===== src/rtl/imm_ext_pipe_if.sv =====
// Decode-to-execute immediate bundle: upstream request side plus
// downstream presentation side of the imm_ext_pipe stage.
interface imm_ext_pipe_if #(
  parameter int XLEN  = 32,
  parameter int TAG_W = 5
);
  logic             in_valid;
  logic             in_ready;
  logic [31:7]      in_instr;
  logic [2:0]       in_imm_src;
  logic [TAG_W-1:0] in_tag;
  logic             out_valid;
  logic             out_ready;
  logic [XLEN-1:0]  out_imm;
  logic [TAG_W-1:0] out_tag;
  logic             out_illegal;

  modport master (
    output in_valid, in_instr, in_imm_src, in_tag, out_ready,
    input  in_ready, out_valid, out_imm, out_tag, out_illegal
  );

  modport slave (
    input  in_valid, in_instr, in_imm_src, in_tag, out_ready,
    output in_ready, out_valid, out_imm, out_tag, out_illegal
  );
endinterface


===== src/rtl/imm_ext_pipe.sv =====
// Registered immediate extension between decode and execute.
// Optional skid entry keeps out_ready off the in_ready path.
module imm_ext_pipe #(
  parameter int XLEN  = 32,
  parameter int TAG_W = 5,
  parameter bit SKID  = 1'b1
) (
  input logic           clk,
  input logic           rst_n,
  input logic           flush,
  imm_ext_pipe_if.slave bus
);
  typedef struct packed {
    logic [XLEN-1:0]  imm;
    logic [TAG_W-1:0] tag;
    logic             ill;
  } ent_t;

  logic [31:7] ins;
  ent_t        new_e;
  ent_t        m_q, m_d;
  ent_t        k_q, k_d;
  logic        m_vld_q, m_vld_d;
  logic        k_vld_q, k_vld_d;
  logic        rdy, acc, dlv;

  assign ins = bus.in_instr;

  always_comb begin
    new_e.imm = '0;
    new_e.tag = bus.in_tag;
    new_e.ill = 1'b0;
    unique case (bus.in_imm_src)
      3'b000: new_e.imm = XLEN'($signed(ins[31:20]));
      3'b001: new_e.imm = XLEN'($signed({ins[31:25], ins[11:7]}));
      3'b010: new_e.imm = XLEN'($signed({ins[31], ins[7],
                                         ins[30:25], ins[11:8],
                                         1'b0}));
      3'b011: new_e.imm = XLEN'($signed({ins[31], ins[19:12],
                                         ins[20], ins[30:21],
                                         1'b0}));
      3'b100: new_e.imm = XLEN'($signed({ins[31:12], 12'b0}));
      3'b101: new_e.imm = XLEN'(ins[19:15]);
      3'b110: new_e.imm = XLEN'({(XLEN == 64) ? ins[25] : 1'b0,
                                 ins[24:20]});
      default: new_e.ill = 1'b1;
    endcase
  end

  // Skid mode looks only at the registered K valid.
  assign rdy = SKID ? !k_vld_q : (!m_vld_q | bus.out_ready);
  assign acc = bus.in_valid & rdy;
  assign dlv = m_vld_q & bus.out_ready;

  always_comb begin
    m_vld_d = m_vld_q;
    m_d     = m_q;
    k_vld_d = k_vld_q;
    k_d     = k_q;
    if (dlv) begin
      m_vld_d = k_vld_q;
      m_d     = k_q;
      k_vld_d = 1'b0;
    end
    if (acc) begin
      if (!m_vld_d) begin
        m_vld_d = 1'b1;
        m_d     = new_e;
      end else begin
        k_vld_d = 1'b1;
        k_d     = new_e;
      end
    end
    if (flush) begin
      m_vld_d = 1'b0;
      k_vld_d = 1'b0;
    end
  end

  always_ff @(posedge clk or negedge rst_n) begin
    if (!rst_n) begin
      m_vld_q <= 1'b0;
      k_vld_q <= 1'b0;
      m_q     <= '0;
      k_q     <= '0;
    end else begin
      m_vld_q <= m_vld_d;
      k_vld_q <= k_vld_d;
      m_q     <= m_d;
      k_q     <= k_d;
    end
  end

  assign bus.in_ready    = rdy;
  assign bus.out_valid   = m_vld_q;
  assign bus.out_imm     = m_q.imm;
  assign bus.out_tag     = m_q.tag;
  assign bus.out_illegal = m_q.ill;
endmodule


===== src/flat_wrapper.sv =====
// flat-port wrapper written by rule: the top's interface ports become plain ports
module imm_ext_pipe_flat 
#(
  parameter int XLEN  = 32,
  parameter int TAG_W = 5,
  parameter bit SKID  = 1'b1
)
  (clk, rst_n, flush, bus_in_valid, bus_in_instr, bus_in_imm_src, bus_in_tag, bus_out_ready, bus_in_ready, bus_out_valid, bus_out_imm, bus_out_tag, bus_out_illegal);
  imm_ext_pipe_if #(.XLEN(XLEN), .TAG_W(TAG_W)) bus_i ();
  input logic clk;
  input logic rst_n;
  input logic flush;
  input wire logic [$bits(bus_i.in_valid)-1:0] bus_in_valid;
  input wire logic [$bits(bus_i.in_instr)-1:0] bus_in_instr;
  input wire logic [$bits(bus_i.in_imm_src)-1:0] bus_in_imm_src;
  input wire logic [$bits(bus_i.in_tag)-1:0] bus_in_tag;
  input wire logic [$bits(bus_i.out_ready)-1:0] bus_out_ready;
  output wire logic [$bits(bus_i.in_ready)-1:0] bus_in_ready;
  output wire logic [$bits(bus_i.out_valid)-1:0] bus_out_valid;
  output wire logic [$bits(bus_i.out_imm)-1:0] bus_out_imm;
  output wire logic [$bits(bus_i.out_tag)-1:0] bus_out_tag;
  output wire logic [$bits(bus_i.out_illegal)-1:0] bus_out_illegal;
  assign bus_i.in_valid = bus_in_valid;
  assign bus_i.in_instr = bus_in_instr;
  assign bus_i.in_imm_src = bus_in_imm_src;
  assign bus_i.in_tag = bus_in_tag;
  assign bus_i.out_ready = bus_out_ready;
  assign bus_in_ready = bus_i.in_ready;
  assign bus_out_valid = bus_i.out_valid;
  assign bus_out_imm = bus_i.out_imm;
  assign bus_out_tag = bus_i.out_tag;
  assign bus_out_illegal = bus_i.out_illegal;
  imm_ext_pipe #(.XLEN(XLEN), .TAG_W(TAG_W), .SKID(SKID)) u_core (.clk(clk), .rst_n(rst_n), .flush(flush), .bus(bus_i));
endmodule

===== config.mk =====
export PLATFORM = sky130hd
export DESIGN_NAME = imm_ext_pipe_flat
export DESIGN_NICKNAME = d
export VERILOG_FILES = /design/src/rtl/imm_ext_pipe_if.sv /design/src/rtl/imm_ext_pipe.sv /design/src/flat_wrapper.sv
export SDC_FILE = /design/constraint.sdc
export NUM_CORES = 1
export LEC_CHECK = 0
export BUFFER_PORTS_ARGS = -buffer_cell sky130_fd_sc_hd__buf_2
export CAP_MARGIN = 20
export CORE_MARGIN = 3
export CORE_UTILIZATION = 62
export CTS_BUF_LIST = sky130_fd_sc_hd__clkbuf_8
export CTS_CLUSTER_DIAMETER = 120
export DETAILED_ROUTE_END_ITERATION = 10
export GPL_ROUTABILITY_DRIVEN = 0
export PLACE_DENSITY = 0.91
export SYNTH_ARGS = -nofsm -noshare
export SYNTH_HDL_FRONTEND = slang
export SYNTH_SLANG_ARGS = --single-unit

===== constraint.sdc =====
create_clock -name clk -period 3.17 [get_ports clk]
set_clock_uncertainty 0.05 [all_clocks]
set_input_delay 0.317 -clock clk [delete_from_list [all_inputs] [get_ports clk]]
set_output_delay 0.317 -clock clk [all_outputs]
set_load 0.005 [all_outputs]

# == Word-level counts from Yosys, hierarchy flattened ==
# Index checks and enable logic that the tools add are counted.
# totals
inputBits,38
wordCells,32
register_bits,78
output_inout_bits,40
# op_classes
eq_ne,6
bitwise,2
n_reduce_logical,4
muxes,12
# op_table
op,count
$pmux W32 S7,1
$mux W38,3
$eq A3 B3 Y1 const B,3
$mux W1,8
$reduce_or A7 Y1,1
$eq A3 B2 Y1 const B,2
$eq A3 B1 Y1 const B,1
$logic_not A3 Y1,1
$and A1 B1 Y1,2
$reduce_and A2 Y1,1
$logic_not A1 Y1,1

# == Depth between registers and ports, before layout ==
# Gate-level depths: netlist of the first run.
# logic_depth
ltp_word,5
depth_mapped,6
depth_no_buf,3

# == Least setup slack after synthesis of the first run ==
# OpenSTA, ideal clock, no wires.
# synth_path
path_type,register to register
start,register u_core.m_vld_q (netlist: u_core.bus.out_valid)
end,"register u_core.m_q, in the netlist u_core.bus.out_imm[19]"
arrival_time_ns,1.225
slack_ns,1.757
synth_period_minus_slack_ns,1.413
path_stages_with_launch,6
required_time_ns,2.982
cell_sequence,dfrtp_1 -> buf_2 -> nand2_2 -> buf_2 -> mux2i_1 -> mux2i_1
# synth_lines
element,line,source
"start, declared",imm_ext_pipe.sv:23,"logic m_vld_q, m_vld_d;"
"start signal, assigned",imm_ext_pipe.sv:87,m_vld_q <= m_vld_d;
"end signal, assigned",imm_ext_pipe.sv:89,m_q <= m_d;
"end, declared",imm_ext_pipe.sv:21,"ent_t m_q, m_d;"

==> qor.yml, run 1 <==
synth:
  post-synth-top-count-cell: "dfrtp_1"
  synth-edff-count: 0
  synth_common_cells: "dfrtp_1 (78), mux2i_1 (60), nand2_1 (52)"
  ys_top_cells_by_area: "dfrtp_1 (48%), mux2i_1 (15%), nand2_1 (4.8%)"
  ys.flop_type: "dfrtp_1"
  yosysWarnings: 0
  synthArstFlopShare: 1.00
  ys_seq_elements: 78
  syn-cell-area_um2: 4030
  yosysTopAreaCell: "dfrtp_1"
  synth_cell_types: 41
  syn-num-nets: 411
  avgSynthCellArea_um2: 10.8
  synth_seq_area_share: 0.484
  synthCells: 373
  netlist.area_leader.share: 0.484
drt:
  ant_nets: 0
  drt_wl_total_mm: 9.40
  via_count: 3215
  wl_per_cell_um: 18.3
  drtIter0Drc: 241
  vias_per_cell: 6.27
  dr.pass1.iters: 5
  drc: 0
clocking:
  cts_tree: "yes"
  clockBufferDepth: 2
  postCtsSetupBuffers: 0
  htree_levels: 3
  clock_latency_ns: 0.34
  cts_made_buffers: 9
  path_clk_slew_ns: 0.08
  clock_sinks: 78
  clockRootBuffer: "clkbuf_8"
  cts_hold_buf: 0
  cts_resized: 0
die:
  core_area_um2: 6100
  die_area_um2: 7500
  ios: 78
  die_w_um: 86.6
  fp.dieH_um: 86.6
  rows: 28
  initial_core_util: 0.661
pwr:
  power_density_nw_per_um2: 545
  power.total_mw: 2.49
  vdd_drop_max_mv: 0.353
  leakagePower_nw: 2.42
timing:
  period_needed_ns: 2.18
  fin_hold_ws_ns: 0.0646
  hold_viol: 0
  slew_viol_final: 0
  fin_crit_sh: 0.688
  setup_viol: 0
  relSlewSlack: 0.269
  fin_setup_tns_ns: 0
  fmax_mhz: 459
  grt_setup_unrepaired: "no"
  tightest_slew_ns: 1.09
placed_design:
  portBuffers: 77
  hpwlAfterDp_mm: 6.30
critical_path:
  critPathLaunchType: "register"
  cp-end-kind: "register"
  crit_family: "simple AND/OR/NAND/NOR gates"
  cp.depth: 4
  cp_slowest_stage_delay_ns: 0.63
  crit_chain: "nand2b_1 -> nand2_1 -> buf_4 -> mux2i_1"
  rrSetupSlack_ns: 0.99
  crit_fanout: 24
  path_buf_inv: 1
  slowest_stage: "dfrtp_1"
  worstRegToRegCells: 4
  cp_data_required_time_ns: 3.38
  critPathKind: "register to register"
  cp.arrival_ns: 2.39
global_routing:
  grt_pass1_wl_mm: 15.3
  grt_pass1_vias: 3142
  grt.overflow.total: 0
  grt.met2_usage: 0.428
  antenna_found_initial: 0
  grt_max_degree: 79
  grt_usage: 0.265
  use_met1: 0.350
  busiest_layer: "met2"
  grtUsageMet3: 0.0627
worst_hold_path:
  min_path_type: "primary input to asynchronous set/reset pin"
finish:
  fin_nets: 472
  num-fill-cells: 421
  diodes: 0
  seq_area_um2: 1950
  areaGrowthSynthToFinish_pct: 13.3
  multi_input_area_um2: 1910
  drive_above_1_share: 0.256
  fin_util: 0.749
flow_run:
  cap_violations: 0
outcome:
  status: "complete, no violations"
final cells by class:
| type | count | area share |
|---|---|---|
| sequential | 78 | 0.427 |
| clock buffer | 9 | 0.0271 |
| clock inverter | 6 | 0.0123 |
| timing repair buffer | 80 | 0.0926 |
| inverter | 2 | 0.00164 |
| tap | 75 | 0.0205 |
| multi-input combinational | 263 | 0.419 |
power breakdown:
part           internal, mW  leakage, nW  total (mW)  switching, mW
Combinational         0.239         1.32       0.515          0.276
Clock                 0.352        0.101       0.699          0.346
Sequential             1.17         1.00        1.28          0.106
Total                  1.76         2.42        2.49          0.728
per-stage QoR:
step                      instances  setup slack (ns)  cell area [µm²]
final                           513             0.990             4570
after global routing            513             0.899             4570
after CTS                       513              1.06             4570
after detailed placement        498              1.11             4390
after global placement          498              1.21             4390
after floorplan                 373              1.76             4030
cells in the final DEF, fill, tap and decap left out, types with 2 or more instances in the layout:
master	synthesis	layout
nand2_1	52	52
buf_4	6	3
inv_1	2	4
clkbuf_8	0	9
o21ai_1	21	21
o221ai_1	8	8
and3_1	6	6
o22ai_1	4	4
a21oi_1	13	13
nor4bb_1	2	2
nor3b_2	3	3
o21ai_0	14	14
nor4_1	2	2
and2b_1	2	2
mux2_1	6	6
a22oi_1	5	5
a221oi_1	2	2
and4b_1	7	7
nand2b_1	8	8
a21boi_0	4	4
and4bb_1	5	5
mux2_4	2	2
a31oi_1	5	5
nor2b_1	3	3
dfrtp_1	78	78
clkinv_2	0	2
buf_2	17	76
a22oi_2	3	3
mux2i_1	60	60
nor4_2	5	5
nor2_1	5	5
nand3_1	7	7
path summary, 6_finish.rpt:
kind / endpoint / startpoint
setup / recovery: u_core.bus.out_imm[25] / u_core.bus.out_valid
hold reg to reg: u_core.k_q[12] / u_core.k_q[12]
setup reg to reg: u_core.bus.out_imm[25] / u_core.bus.out_valid
hold / removal: u_core.k_q[18] / rst_n
min in group clk: u_core.bus.out_valid / flush
max in group asynchronous: u_core.k_vld_q / rst_n
flip-flops by register name, summed over array words and instances, names as in the netlist:
| signal | cells |
|---|---|
| u_core.k_vld_q | 1 |
| u_core.k_q | 38 |
| u_core.bus.out_imm | 32 |
| u_core.bus.out_valid | 1 |
| u_core.bus.out_illegal | 1 |
| u_core.bus.out_tag | 5 |
cell families (layout without fill, tap and decap cells):
group                  after synthesis  count (layout)  share of synthesized area
AO/OA/AOI/OAI                       80              80                      0.124
buffers and inverters               32              97                     0.0425
flip-flops                          78              78                      0.484
multiplexers                        69              69                      0.176
AND/OR/NAND/NOR                    114             114                      0.174
per-layer routing:
metal  part of all wire  vias up
met1               0.42     1564
met4              0.018        0
met3              0.071       16
met5                  0        -
li1                   -     1483
met2               0.49      152
No activity file was read; power rests on OpenSTA's default activity.
==> run 2, diff against run 1 <==
--- a/config.mk
+++ b/config.mk
@@ -8,12 +8,12 @@
 export BUFFER_PORTS_ARGS = -buffer_cell sky130_fd_sc_hd__buf_2
 export CAP_MARGIN = 20
 export CORE_MARGIN = 3
-export CORE_UTILIZATION = 62
+export CORE_UTILIZATION = 52
 export CTS_BUF_LIST = sky130_fd_sc_hd__clkbuf_8
 export CTS_CLUSTER_DIAMETER = 120
 export DETAILED_ROUTE_END_ITERATION = 10
 export GPL_ROUTABILITY_DRIVEN = 0
-export PLACE_DENSITY = 0.91
+export PLACE_DENSITY = 0.82
 export SYNTH_ARGS = -nofsm -noshare
 export SYNTH_HDL_FRONTEND = slang
 export SYNTH_SLANG_ARGS = --single-unit
==> constraint.sdc (replaced) <==
create_clock -name clk -period 2 [get_ports clk]
set_clock_uncertainty 0.05 [all_clocks]
set_input_delay 0.2 -clock clk [delete_from_list [all_inputs] [get_ports clk]]
set_output_delay 0.2 -clock clk [all_outputs]
set_load 0.005 [all_outputs]
==> qor.yml, run 2 (synthesized netlist as in run 1, its figures left out) <==
die:
  die_w_um: 94.0
  die_area_um2: 8840
  initial_core_util: 0.547
  fp.dieH_um: 94.0
  core_area_um2: 7370
  ios: 78
  rows: 31
pwr:
  power_density_nw_per_um2: 876
  leakagePower_nw: 2.48
  power.total_mw: 4.15
  vdd_drop_max_mv: 0.425
timing:
  hold_viol: 0
  slew_viol_final: 0
  fin_crit_sh: 0.843
  fmax_mhz: 593
  tightest_slew_ns: 0.866
  grt_setup_unrepaired: "no"
  relSlewSlack: 0.422
  period_needed_ns: 1.69
  fin_setup_tns_ns: 0
  setup_viol: 0
finish:
  fin_util: 0.644
  final_cell_mix: "dfrtp_1 (78), buf_2 (76), mux2i_1 (60)"
  diodes: 0
  largest-register: "u_core.k_q"
  largest_register_ffs: 38
  drive_above_1_share: 0.274
  num-fill-cells: 609
  final_area_um2: 4740
  final_common_cell: "dfrtp_1"
  fin_nets: 482
  multi_input_area_um2: 1910
  seq_area_um2: 1950
  areaGrowthSynthToFinish_pct: 17.7
drt:
  wl_per_cell_um: 16.8
  drt_wl_total_mm: 9.18
  vias_per_cell: 5.69
  via_count: 3118
  drtIter0Drc: 158
  dr.pass1.iters: 4
  drc: 0
  ant_nets: 0
global_routing:
  grt_pass1_wl_mm: 14.9
  antenna_found_initial: 0
  grt_pass1_vias: 3076
  grt.overflow.total: 0
  grt_max_degree: 68
  grt_usage: 0.216
placed_design:
  place_area_um2: 4500
  hpwlAfterDp_mm: 6.40
  portBuffers: 77
clocking:
  path_clk_slew_ns: 0.08
  clockBufferDepth: 2
  clock_latency_ns: 0.35
  clock_sinks: 78
  clockRootBuffer: "clkbuf_8"
  postCtsSetupBuffers: 0
  cts_made_buffers: 9
  cts_resized: 0
  cts_tree: "yes"
  htree_levels: 3
critical_path:
  crit_fanout: 67
  cp.arrival_ns: 1.84
  cp_data_required_time_ns: 2.16
  critPathLaunchType: "register"
  cp-end-kind: "register"
  critPathKind: "register to register"
flow_run:
  cap_violations: 0
outcome:
  status: "complete, no violations"
worst_hold_path:
  min_path_type: "primary input to register"
-- run 2: cell count changes in the layout (fill, tap and decap cells not counted), moves of 2 or more --
cell	delta
inv_1	-2
buf_4	+6
clkinvlp_4	+2
dlygate4sd3_1	+2
buf_12	+2
-- run 2: layer usage --
layer | up-vias | GRT usage | part of all wire | wire, µm
met5 | - | 0 | 0 | 0
met4 | 0 | 0.0878 | 0.016 | 146
met3 | 13 | 0.0433 | 0.045 | 414
met2 | 94 | 0.353 | 0.49 | 4530
met1 | 1503 | 0.281 | 0.45 | 4090
li1 | 1508 | - | - | -
-- run 2: path summary, 6_finish.rpt --
path,to,slack (ns),startpoint,cells after the start
setup reg to reg,u_core.k_q[9],0.31,u_core.bus.out_valid,3
hold / removal,u_core.k_q[3],0.001,bus_in_tag[2],3
setup / recovery,u_core.k_q[9],0.31,u_core.bus.out_valid,3
max in group asynchronous,u_core.k_q[26],0.97,rst_n,3
min in group asynchronous,u_core.bus.out_imm[12],0.33,rst_n,2
hold reg to reg,u_core.k_q[14],0.43,u_core.k_q[14],2
-- run 2: metrics by stage --
step           instances  hold slack, ns  setup slack [ns]
5_1_grt              548         0.00567             0.228
3_5_place_dp         530           0.187             0.342
6_report             548        0.000998             0.314
3_3_place_gp         530           0.185             0.365
4_1_cts              548        0.000687             0.333
2_1_floorplan        373          -0.146             0.587
-- run 2: area by class of cell --
type / count / area share
inverter: 2 / 0.00158
multi-input combinational: 263 / 0.403
tap: 99 / 0.0261
clock inverter: 7 / 0.0206
clock buffer: 9 / 0.0261
timing repair buffer: 90 / 0.111
sequential: 78 / 0.411
-- run 2: timing repair --
item / CTS / global route
endpoints found under the hold margin: 45 / 0
hold buffers: 2 / 0
endpoints found under the setup margin: 0 / 0
-- run 2: worst max-delay path, stage by stage (launching register included) --
cell	delay, ns
dfrtp_1	0.56
nand4bb_2	0.18
buf_4	0.55
o221ai_1	0.20
-- run 2: report_power, final --
| part | switching (mW) | internal [mW] |
|---|---|---|
| Combinational | 0.429 | 0.397 |
| Sequential | 0.158 | 1.86 |
| Clock | 0.608 | 0.707 |
